[config.mk]
export PLATFORM = sky130hd
export DESIGN_NAME = alu_sequencer
export DESIGN_NICKNAME = d
export VERILOG_FILES = /design/src/rtl/alu_sequencer.sv
export SDC_FILE = /design/constraint.sdc
export NUM_CORES = 1
export LEC_CHECK = 0
export CORE_AREA = 2 2 143 215
export CTS_BUF_LIST = sky130_fd_sc_hd__clkbuf_4 sky130_fd_sc_hd__clkbuf_8 sky130_fd_sc_hd__clkbuf_16
export DETAILED_ROUTE_END_ITERATION = 8
export DIE_AREA = 0 0 145 217
export PLACE_DENSITY_LB_ADDON = 0.15
export SLEW_MARGIN = 20
export SYNTH_ARGS = -nofsm -noshare
export SYNTH_HDL_FRONTEND = slang
export SYNTH_SLANG_ARGS = --single-unit
[constraint.sdc]
create_clock -name clk -period 4.9 [get_ports clk]
set_input_delay 0.98 -clock clk [delete_from_list [all_inputs] [get_ports clk]]
set_output_delay 0.98 -clock clk [all_outputs]
set_load 0.01 [all_outputs]
[src/rtl/alu_sequencer.sv]
// Multi-cycle ALU command sequencer: register file, operand staging toward an
// external combinational ALU, and a valid/ready response with an error flag.
module alu_sequencer #(
    parameter int WIDTH = 16,
    parameter int NREG  = 8
) (
    input  logic             clk,
    input  logic             reset,
    input  logic             cmd_valid,
    output logic             cmd_ready,
    input  logic [2:0]       cmd_op,
    input  logic [2:0]       cmd_rd,
    input  logic [2:0]       cmd_rs,
    input  logic [2:0]       cmd_rt,
    input  logic             wr_en,
    input  logic [2:0]       wr_addr,
    input  logic [WIDTH-1:0] wr_data,
    output logic [2:0]       alu_op,
    output logic [WIDTH-1:0] alu_a,
    output logic [WIDTH-1:0] alu_b,
    input  logic [WIDTH-1:0] alu_result,
    input  logic             alu_zero,
    output logic             rsp_valid,
    input  logic             rsp_ready,
    output logic [WIDTH-1:0] rsp_data,
    output logic             rsp_zero,
    output logic             rsp_err
);

    typedef enum logic [1:0] {IDLE, OPER, EXEC, RESP} state_t;

    state_t           state;
    logic [WIDTH-1:0] regs [NREG];
    logic [2:0]       op_q, rd_q, rs_q, rt_q;

    function automatic logic op_legal(input logic [2:0] op);
        return !(op == 3'b011 || op == 3'b100 || op == 3'b101);
    endfunction

    function automatic logic [WIDTH-1:0] rd_reg(input logic [2:0] a);
        return (a == 3'd0) ? '0 : regs[a];
    endfunction

    always_ff @(posedge clk) begin
        if (reset) begin
            state     <= IDLE;
            cmd_ready <= 1'b1;
            rsp_valid <= 1'b0;
            rsp_data  <= '0;
            rsp_zero  <= 1'b0;
            rsp_err   <= 1'b0;
            alu_op    <= '0;
            alu_a     <= '0;
            alu_b     <= '0;
            op_q      <= '0;
            rd_q      <= '0;
            rs_q      <= '0;
            rt_q      <= '0;
            for (int i = 0; i < NREG; i++) regs[i] <= '0;
        end else begin
            if (wr_en && wr_addr != 3'd0) regs[wr_addr] <= wr_data;
            case (state)
                IDLE: begin
                    if (cmd_valid && cmd_ready) begin
                        op_q      <= cmd_op;
                        rd_q      <= cmd_rd;
                        rs_q      <= cmd_rs;
                        rt_q      <= cmd_rt;
                        cmd_ready <= 1'b0;
                        state     <= OPER;
                    end
                end
                OPER: begin
                    alu_op <= op_q;
                    alu_a  <= rd_reg(rs_q);
                    alu_b  <= rd_reg(rt_q);
                    state  <= EXEC;
                end
                EXEC: begin
                    if (op_legal(op_q)) begin
                        rsp_data <= alu_result;
                        rsp_zero <= alu_zero;
                        rsp_err  <= 1'b0;
                        // Placed after the direct load so it wins a same-address collision.
                        if (rd_q != 3'd0) regs[rd_q] <= alu_result;
                    end else begin
                        rsp_data <= '0;
                        rsp_zero <= 1'b0;
                        rsp_err  <= 1'b1;
                    end
                    rsp_valid <= 1'b1;
                    state     <= RESP;
                end
                RESP: begin
                    if (rsp_ready) begin
                        rsp_valid <= 1'b0;
                        cmd_ready <= 1'b1;
                        state     <= IDLE;
                    end
                end
                default: state <= IDLE;
            endcase
        end
    end

endmodule

# Word level (Yosys, flattened, before mapping)
# Memory sizes are Yosys's and may differ from the RTL's. A register that Yosys moved wholly into a read port is not among the register bits.
# Index checks and enable logic that the tools add are counted.
# op_classes
n_eq_ne	8
mux	33
n_reduce_logical	17
# ops
cell	count
16-bit 2-to-1 mux	5
16-bit OR reduction	2
3-bit 2-to-1 mux	6
1-bit 2-to-1 mux	17
2-bit case mux with 4 select lines	1
3-bit equality test (second input constant)	2
3-bit zero test	2
2-bit AND reduction	3
3-bit nonzero test	2
2-bit equality test (second input constant)	2
2-bit 2-to-1 mux	2
2-bit != test (second input constant)	2
1-bit case mux with 2 select lines	2
2-bit nonzero test	2
3-bit by 2-bit equality test with 1-bit output (second input constant)	1
3-bit AND reduction	1
2-bit by 1-bit equality test with 1-bit output (second input constant)	1
1-bit logical AND	2
2-bit zero test	1
1-bit logical OR	2
# word_totals
register_bits	69
ram_bits	128
inputBits	53
wordCells	72
memories	1
# mem_list
name	depth	width	rd	rd_ports_with_merged_regs	wr	line_no	source
regs	8	16	2	2	8	33	logic [WIDTH-1:0] regs [NREG];

# Depth between registers and ports, before layout
# logic_depth
depth_word	9
mapped_depth	7
ltp_nobuf	5

# Worst setup path after synthesis
# No wires, ideal clock.
# synth_path
kind	input to register
from	input port reset
to	memory regs[1][0], enable pin
setup_ns	0.372
arrival_ns	2.483
path_slack_ns	2.045
cell_stages	6
path_cell_list	buf_2 > or3b_2 > nor2_4 > buf_2 > nor2_1 > nand2_1
# synth_lines
element	line_no	source
start, declared	8	input logic reset,
end, declared	33	

==> out/results.tsv <==
metric	value	unit
cp.buffers_inverters	1	
clkTransAtPathRegs	60	ps
rows	78	
cts_resized	0	
slowest_delay	840	ps
cts_tree	done	
avgSynthCellArea	11.4	um2
cellPowerDensity	407	mW/mm2
die_area	0.0315	mm2
final_util	0.420	
ant_nets	0	
rr_endpoint	regs[7][6]	
drv_slew	0	
rrSetupSlack	2050	ps
ys_seq_elements	203	
slowest_stage	nor2_1	
viasPerCell	5.21	
drive_gt1_frac	0.0725	
arrival	3150	ps
drc	0	
wl	34.8	mm
dp_hpwl	25.9	mm
cts-root-buf	clkbuf_16	
clk_latency	520	ps
grt_max_degree	47	
top_usage_layer	met2	
worst_pin_slew	1110	ps
grt_use_met3	0.0296	
initial_core_util	0.346	
clk_path_buf_depth	3	
antenna_found_initial	0	
rsz0062_at_grt	false	
post_drt_wl_per_cell	24.5	um
hold_class	register to register	
diodes	0	
area_growth	21.6	%
worst_ep_required_time	5050	ps
htree_num_levels	1	
met2_usage	0.366	
drt_iter0_drc	460	
final_nets	1063	
status	completed	
syn_inst	902	
cts_setup_buffers	0	
syn_area	0.0103	mm2
critPathLaunchType	input port	
timing.setup.tns	0	ps
die_y	217	um
critPathCaptureType	register	
cap_viol_max_count	0	
p_leak	4.29	nW
ys_warn_count	0	
worstReg2RegStart	state[0]	
grt_usage	0.219	
synth_edf_count	128	
holdCritStartpoint	alu_a[0]	
crit_family	simple AND/OR/NAND/NOR gates	
grt_pass1_vias	7471	
synth-async-reset-ratio	0	
worst-setup-path-type	input port to register	
min_path_cells	1	
max-slew-margin-rel	0.260	
num_vias	7401	
synth_top_flop_cell	edfxtp_1	
clock.fmax	333	MHz
fp.dieW	145	um
grt_use_met1	0.270	
crit_chain	clkdlybuf4s50_1 > nand2_1 > nor2_1 > or3_1	
numPortBuffers	107	
hold_viol_final	0	
cp_max_fo	17	
pin_count	108	
period_share	0.613	
place_congestion	0.888	
hold_end	alu_a[0]	
fin_skew	11.9	ps
ff2ff_path_depth	5	
numCtsBuffers	21	
ir_worst_vdd	0.000194	V
fp.coreArea	0.0298	mm2
cts_num_sinks	203	
setup-violations-final	0	
dr.pass1.iters	5	
synth-seq-area-share	0.520	
grt_first_pass_wirelength	50.5	mm
fin_crit	3010	ps
synth_cell_type_count	34	
ctsHoldBuffers	0	
grt_overflow_total	0	
## metrics by stage
stage | worst slack, ps | cell area [um2] | std cells | power, mW | hold WS, ps
final | 1890 | 12500 | 1420 | 5.09 | 468
after floorplan | 2040 | 10300 | 917 | 2.83 | 449
after global routing | 1720 | 12500 | 1420 | 5.29 | 484
after CTS | 1930 | 12500 | 1420 | 5.14 | 472
after detailed placement | 1390 | 11800 | 1383 | 3.40 | 458
after global placement | 1420 | 11800 | 1383 | 3.39 | 454
## sequential cells by signal, indices dropped and copies added (netlist names), named ones only
| signal | count |
|---|---|
| rs_q | 3 |
| alu_op | 3 |
| rd_q | 3 |
| rsp_err | 1 |
| cmd_ready | 1 |
| alu_a | 16 |
| rsp_data | 16 |
| rsp_valid | 1 |
| state | 2 |
| regs | 128 |
| rsp_zero | 1 |
| alu_b | 16 |
| rt_q | 3 |
| op_q | 3 |
## placed cells by master, fill, tap and decap left out, types with 3 or more instances in the layout
cell / n
mux2i_1: 244
nand2_1: 143
edfxtp_1: 128
clkdlybuf4s50_1: 106
dfxtp_1: 73
a22oi_1: 64
nor2_1: 33
a21oi_1: 33
a32o_1: 32
nor2b_1: 22
buf_4: 22
clkbuf_16: 21
inv_1: 19
conb_1: 16
or3_1: 7
nor2_2: 5
nor3_1: 5
ha_1: 4
clkinv_2: 4
bufinv_16: 4
nand2b_1: 3
nor2_4: 3
nand3b_1: 3
## area by class of cell
class | count | area [um2]
fillers | 2883 | 17300
multi-input cells | 632 | 4620
clock buffers | 25 | 568
flip-flops and latches | 203 | 5350
inverters | 19 | 71.3
repair buffers | 129 | 1230
well taps | 400 | 500
clock inverters | 12 | 164
## cell usage after synthesis, types with 3 or more instances
| master | n | share of area |
|---|---|---|
| ha_1 | 4 | 0.0049 |
| dfxtp_1 | 75 | 0.15 |
| nor2_1 | 35 | 0.013 |
| a32o_1 | 32 | 0.031 |
| nor3_1 | 5 | 0.0024 |
| nand2b_1 | 3 | 0.0018 |
| a22oi_1 | 64 | 0.047 |
| clkbuf_1 | 34 | 0.012 |
| or3_1 | 7 | 0.0043 |
| nor2_4 | 3 | 0.0033 |
| buf_6 | 5 | 0.0055 |
| a21oi_1 | 33 | 0.016 |
| edfxtp_1 | 128 | 0.37 |
| inv_1 | 19 | 0.0069 |
| mux2i_1 | 244 | 0.24 |
| nand2_1 | 143 | 0.052 |
| nor2_2 | 3 | 0.0018 |
| nor2b_1 | 23 | 0.014 |
| buf_2 | 20 | 0.0097 |
| nand3b_1 | 3 | 0.0022 |
## worst max path at each step
| stage | cells past startpoint | end | slack (ps) | from |
|---|---|---|---|---|
| after floorplan | 6 | regs[1][0] | 2040 | reset |
| after global placement | 4 | regs[7][10] | 1420 | wr_addr[0] |
| after detailed placement | 4 | regs[7][10] | 1390 | wr_addr[1] |
| after CTS | 4 | regs[7][6] | 1930 | wr_addr[1] |
| after global routing | 4 | regs[7][6] | 1720 | reset |
| final | 4 | regs[7][6] | 1890 | wr_addr[1] |
## per-layer routing
| layer | share of wire | routed length (um) |
|---|---|---|
| met5 | 0 | 0 |
| met4 | 0.063 | 2200 |
| met3 | 0.039 | 1360 |
| met2 | 0.48 | 16500 |
| met1 | 0.42 | 14700 |
## power breakdown
part / internal [mW] / leakage [nW] / total [mW] / switching (mW)
Sequential: 1.99 / 1.93 / 2.17 / 0.187
Clock: 1.04 / 0.356 / 1.75 / 0.709
Combinational: 0.505 / 2.00 / 1.18 / 0.670
Total: 3.53 / 4.29 / 5.09 / 1.57
## cells by family (layout without fill, tap and decap cells)
family,count (synthesis),count (layout),synth area share
adder cells (fa/ha/maj),4,4,0.00487
multiplexers,244,244,0.237
other,1,16,0.000365
AO/OA/AOI/OAI,130,130,0.0946
flip-flops,203,203,0.520
AND/OR/NAND/NOR,238,238,0.105
buffers and inverters,82,185,0.0379
No activity file was read; power rests on OpenSTA's default activity.
